==> src/rtl/apb_pkg.sv <==
// Shared APB definitions: bus widths, initiator state encoding and the command bundle.
package apb_pkg;

    localparam int APB_ADDR_W = 3;
    localparam int APB_DATA_W = 16;

    typedef enum logic [1:0] {
        IDLE   = 2'd0,
        SETUP  = 2'd1,
        ACCESS = 2'd2
    } apb_mst_state_e;

    typedef struct packed {
        logic                  write;
        logic [APB_ADDR_W-1:0] addr;
        logic [APB_DATA_W-1:0] wdata;
    } apb_cmd_t;

endpackage

==> src/rtl/apb_wait_timer.sv <==
// Saturating APB wait-state counter with a sticky timeout flag; a set in the
// same cycle as a clear keeps the flag high.
module apb_wait_timer #(
    parameter int TIMEOUT = 16
) (
    input  logic pclk,
    input  logic preset_n,
    input  logic wait_cyc,
    input  logic done,
    input  logic clr_flag,
    output logic timeout_flag
);

    localparam int CNT_W = (TIMEOUT > 0) ? $clog2(TIMEOUT + 1) : 1;
    localparam logic [CNT_W-1:0] CNT_MAX = CNT_W'(TIMEOUT);
    localparam logic [CNT_W-1:0] CNT_SET = CNT_W'((TIMEOUT > 0) ? TIMEOUT - 1 : 0);
    localparam logic [CNT_W-1:0] CNT_ONE = CNT_W'(1);

    logic [CNT_W-1:0] cnt;
    logic             set_flag;

    // The flag is raised on the wait cycle that carries the count onto TIMEOUT.
    assign set_flag = (TIMEOUT != 0) && wait_cyc && (cnt == CNT_SET);

    always_ff @(posedge pclk or negedge preset_n) begin
        if (!preset_n) begin
            cnt <= '0;
        end else if (done) begin
            cnt <= '0;
        end else if (wait_cyc && (cnt != CNT_MAX)) begin
            cnt <= cnt + CNT_ONE;
        end
    end

    always_ff @(posedge pclk or negedge preset_n) begin
        if (!preset_n) begin
            timeout_flag <= 1'b0;
        end else if (set_flag) begin
            timeout_flag <= 1'b1;
        end else if (clr_flag) begin
            timeout_flag <= 1'b0;
        end
    end

endmodule

==> src/rtl/apb_cmd_master.sv <==
// APB initiator: turns a valid/ready command stream into single APB transfers
// and returns write completions or read data on a valid/ready response channel.
module apb_cmd_master
    import apb_pkg::*;
#(
    parameter int ADDR_W  = APB_ADDR_W,
    parameter int DATA_W  = APB_DATA_W,
    parameter int TIMEOUT = 16
) (
    input  logic              pclk,
    input  logic              preset_n,
    input  logic              cmd_valid,
    output logic              cmd_ready,
    input  logic              cmd_write,
    input  logic [ADDR_W-1:0] cmd_addr,
    input  logic [DATA_W-1:0] cmd_wdata,
    output logic              rsp_valid,
    input  logic              rsp_ready,
    output logic              rsp_write,
    output logic [DATA_W-1:0] rsp_rdata,
    output logic [ADDR_W-1:0] paddr,
    output logic              psel,
    output logic              penable,
    output logic              pwrite,
    output logic [DATA_W-1:0] pwdata,
    input  logic              pready,
    input  logic [DATA_W-1:0] prdata,
    output logic              timeout_flag,
    input  logic              clr_timeout,
    output logic              busy
);

    apb_mst_state_e state, state_nxt;
    logic           accept;
    logic           complete;
    logic           wait_cyc;

    // Commands are only taken when the response slot is free or draining this
    // cycle, so a finished transfer can never overwrite an unread response.
    always_comb begin
        state_nxt = state;
        cmd_ready = 1'b0;
        accept    = 1'b0;
        complete  = 1'b0;
        wait_cyc  = 1'b0;
        unique case (state)
            IDLE: begin
                cmd_ready = !rsp_valid || rsp_ready;
                accept    = cmd_valid && (!rsp_valid || rsp_ready);
                if (accept) begin
                    state_nxt = SETUP;
                end
            end
            SETUP: begin
                state_nxt = ACCESS;
            end
            ACCESS: begin
                if (pready) begin
                    complete  = 1'b1;
                    state_nxt = IDLE;
                end else begin
                    wait_cyc = 1'b1;
                end
            end
            default: begin
                state_nxt = IDLE;
            end
        endcase
    end

    always_ff @(posedge pclk or negedge preset_n) begin
        if (!preset_n) begin
            state   <= IDLE;
            psel    <= 1'b0;
            penable <= 1'b0;
        end else begin
            state   <= state_nxt;
            psel    <= (state_nxt != IDLE);
            penable <= (state_nxt == ACCESS);
        end
    end

    // Address phase fields change only on accept and hold through IDLE.
    always_ff @(posedge pclk or negedge preset_n) begin
        if (!preset_n) begin
            paddr  <= '0;
            pwrite <= 1'b0;
            pwdata <= '0;
        end else if (accept) begin
            paddr  <= cmd_addr;
            pwrite <= cmd_write;
            pwdata <= cmd_write ? cmd_wdata : '0;
        end
    end

    always_ff @(posedge pclk or negedge preset_n) begin
        if (!preset_n) begin
            rsp_valid <= 1'b0;
            rsp_write <= 1'b0;
            rsp_rdata <= '0;
        end else if (complete) begin
            rsp_valid <= 1'b1;
            rsp_write <= pwrite;
            rsp_rdata <= pwrite ? '0 : prdata;
        end else if (rsp_ready) begin
            rsp_valid <= 1'b0;
        end
    end

    assign busy = (state == SETUP) || (state == ACCESS);

    apb_wait_timer #(
        .TIMEOUT (TIMEOUT)
    ) u_wait_timer (
        .pclk         (pclk),
        .preset_n     (preset_n),
        .wait_cyc     (wait_cyc),
        .done         (complete),
        .clr_flag     (clr_timeout),
        .timeout_flag (timeout_flag)
    );

endmodule

==> config.mk <==
export PLATFORM = sky130hd
export DESIGN_NAME = apb_cmd_master
export DESIGN_NICKNAME = d
export VERILOG_FILES = /design/src/rtl/apb_pkg.sv /design/src/rtl/apb_wait_timer.sv /design/src/rtl/apb_cmd_master.sv
export SDC_FILE = /design/constraint.sdc
export NUM_CORES = 1
export LEC_CHECK = 0
export ABC_AREA = 1
export ABC_CLOCK_PERIOD_IN_PS = 2430
export CAP_MARGIN = 5
export CORE_UTILIZATION = 50
export CTS_CLUSTER_DIAMETER = 50
export DETAILED_ROUTE_END_ITERATION = 10
export DONT_BUFFER_PORTS = 1
export PLACE_DENSITY = 0.63
export REMOVE_ABC_BUFFERS = 1
export SETUP_SLACK_MARGIN = 0.3
export SYNTH_ARGS = -nofsm -noshare
export SYNTH_HDL_FRONTEND = slang
export SYNTH_HIERARCHICAL = 1
export SYNTH_SLANG_ARGS = --single-unit
==> constraint.sdc <==
create_clock -name pclk -period 2.43 [get_ports pclk]
set_input_delay 0.243 -clock pclk [delete_from_list [all_inputs] [get_ports pclk]]
set_output_delay 0.243 -clock pclk [all_outputs]
set_load 0.05 [all_outputs]
==> run_results.csv <==
group,metric,value,unit
clocking,clock_sink_count,48,
detailed_routing,route.detailed.wl_per_inst,14.71,µm
placement,detailed_placer_s_ending_hpwl,2870,µm
sta,final.setup.worst_slack,0.6770,ns
sta,hold_ws,0.05946,ns
clocking,cts_tree,"built",
die,floorplan.die.width,66.80,µm
clocking,cts_buffer_depth,2,
logic_synthesis,async_flop_share,100.0,%
layout,antennaDiodeCount,0,
min_path,holdPathEnd,"pwdata[1]$_DFFE_PN0P_",
sta,grt_setup_unrepaired,"false",
clocking,cts_inserted_buffers,5,
logic_synthesis,synthTopCellsByArea,"dfrtp_1 (57%), nand2_1 (14%), ha_1 (4.2%)",
logic_synthesis,ys_warn_count,6,
sta,timing.final.setup_violations,0,
min_path,hold_path.class,"in -> reg",
flow_run,cap_violations,0,
detailed_routing,drtPass1Iterations,4,
grt,grt_pass1_vias,1424,
clocking,cts_root_buffer,"clkbuf_8",
worst_setup_path,critical-path-max-stage-delay,0.44,ns
worst_setup_path,crit_path_start_kind,"flop",
status,status,"finished clean",
sta,tns,0,ns
detailed_routing,via_per_inst,5.254,
sta,final.min_clock_period,1.753,ns
layout,final_nets,266,
die,die_outline_area,4462,µm²
logic_synthesis,yosys_register_bits,48,
layout,filler_cell_count,372,
min_path,worstHoldPathCells,2,
logic_synthesis,synth_most_common_cell,"nand2_1",
sta,timing_worst_slew_pin_value,0.6410,ns
die,rows,23,
worst_setup_path,critical_path_peak_fanout,5,
logic_synthesis,synth_commonest_cells,"nand2_1 (81), dfrtp_1 (48), inv_1 (20)",
worst_setup_path,worst_path_most_repeated_cell,"inv_1",
placement,final_estimated_routing_congestion_in_global_placement,0.9396,
logic_synthesis,yosysTopAreaCellShare,57.21,%
logic_synthesis,synth_flop_cell,"dfrtp_1",
sta,layout_worst_path_cycle_share,72.14,%
layout,post_route_cells_drive_above_1_share,12.39,%
worst_setup_path,timing.setup.critical_path_class,"reg -> out",
detailed_routing,first_iter_violations,108,
grt,overflow,0,
die,io_pins,85,
sta,timing.max_slew.rel_slack,57.27,%
worst_setup_path,reg2reg_to,"pwdata[4]$_DFFE_PN0P_",
logic_synthesis,per_instance_average_area_after_synthesis,9.903,µm²
worst_setup_path,worst_ep_required,2.19,ns
logic_synthesis,syn-instance-count,212,
placement,port-buffer-count,0,
logic_synthesis,synth_edf_count,0,
worst_setup_path,worstRegToRegCells,5,
detailed_routing,dr_total_vias,1408,
sta,post_route_clock_skew,0.005223,ns
grt,overall_fraction_of_global_route_tracks_in_use,19.09,%
worst_setup_path,cp.arrival,1.51,ns
layout,synthToLayoutAreaGrowth,7.032,%
clocking,h-tree-depth,2,
die,floorplan.initialDensity,52.11,%
sta,final_report_max_slew_violation_count,0,
grt,first_pass_grt_wire_length,6279,µm
worst_setup_path,worst_r2r_startpoint,"rsp_valid$_DFFE_PN0P_",
placement,post-place-ws,0.8142,ns
grt,grt_antenna_before_repair,0,
min_path,hold_path.startpoint,"cmd_wdata[1]",
logic_synthesis,post_synth_cell_types,22,
detailed_routing,route.final.wire_length,3943,µm
logic_synthesis,netlist.top_cell.by_area,"dfrtp_1",
worst_setup_path,end_kind,"output pin",
clocking,clk_lat_worst_skew,0.29,ns
die,die_h,66.80,µm
logic_synthesis,ys_seq_area_share,57.21,%
sta,fmax,570.4,MHz
logic_synthesis,synthesis.area,2100,µm²
detailed_routing,drtAntennaViolNets,0,
grt,largest_net_degree_at_the_start_of_global_routing,49,
worst_setup_path,timing.reg2reg.setup_slack,0.82,ns
clocking,cts.repair_timing.setup_buffer_count,0,
detailed_routing,post-route-drc-count,0,
die,core_area,4029,µm²
worst_setup_path,timing.critical_path.slowest_stage_cell,"dfrtp_1",
worst_setup_path,critical_path_cell_by_cell,"inv_1 > ha_1 > inv_1 > a21oi_1 > buf_4",
sta,timing.final.hold_violations,0,
clocking,cts.reportedPaths.clkPinSlew,0.08,ns
-- cells in the final DEF, fill, tap and decap left out, drive strengths merged --
master       count
dlygate4sd3      1
clkbuf           7
dfrtp           48
inv             21
nor2            13
buf              2
clkinv           1
ha               7
clkinvlp         1
nand2           85
a22o            16
nand3            9
nand4            3
o21ai            3
a21oi            1
-- cell type report --
class	count	area [µm²]	area share [%]
timing repair buffer	3	45.04	2.004
clock buffer	7	86.33	3.842
tap	50	62.56	2.784
sequential	48	1201	53.45
clock inverter	1	7.507	0.3341
multi-input combinational	137	760.7	33.85
inverter	22	83.83	3.731
-- sequential cells by signal, indices dropped and copies added (netlist names) --
signal and count:
state 2, u_wait_timer/timeout_flag 1, pwrite 1, paddr 3, penable 1, u_wait_timer/cnt 5, pwdata 16, rsp_rdata 16
rsp_valid 1, psel 1, rsp_write 1
-- worst max-delay path: cells and delay by family (launching register included) --
family	cells	cell delay [ns]
fa+ha+maj	1	0.25
buf+inv	3	0.42
compound gates	1	0.12
flops	1	0.44
-- how the worst max path moves through the flow --
| stage | start | to | slack [ns] |
|---|---|---|---|
| floorplan | state[1]$_DFF_PN0_ | cmd_ready | 0.67 |
| global placement | rsp_valid$_DFFE_PN0P_ | pwdata[11]$_DFFE_PN0P_ | 0.89 |
| detailed placement | state[1]$_DFF_PN0_ | pwdata[4]$_DFFE_PN0P_ | 0.81 |
| CTS | state[1]$_DFF_PN0_ | cmd_ready | 0.66 |
| global route | state[1]$_DFF_PN0_ | cmd_ready | 0.52 |
| finish | state[1]$_DFF_PN0_ | cmd_ready | 0.68 |
-- metrics by stage --
step                cell area (µm²)  cells  util [%]
finish                         2247    268     55.78
global placement               2116    258     52.52
floorplan                      2046    207         -
global route                   2247    268     55.78
CTS                            2247    268     55.78
detailed placement             2116    258     52.52
-- per-layer routing --
metal  up-vias  GRT usage (%)  share of wire, %  wire length [µm]
met5         -              0                 0                 0
met4         0          10.37               2.2                85
met3        13          8.219               7.2               283
met2        55          29.55                48              1912
met1       658          22.12                42              1662
li1        682              -                 -                 -
-- timing repair --
action / CTS / global route
hold buffers: 2 / 0
resized for setup: 0 / 0
endpoints found under the hold margin: 48 / 0
-- logic make-up after synthesis --
| family | share of synthesized area [%] |
|---|---|
| AND/OR/NAND/NOR | 24.02 |
| flip-flops | 57.21 |
| buffers and inverters | 6.554 |
| AO/OA/AOI/OAI | 8.045 |
| adder cells (fa/ha/maj) | 4.171 |
Power is not shown: default switching activity piles up to over one toggle a cycle in this logic, so the estimate is an artifact.
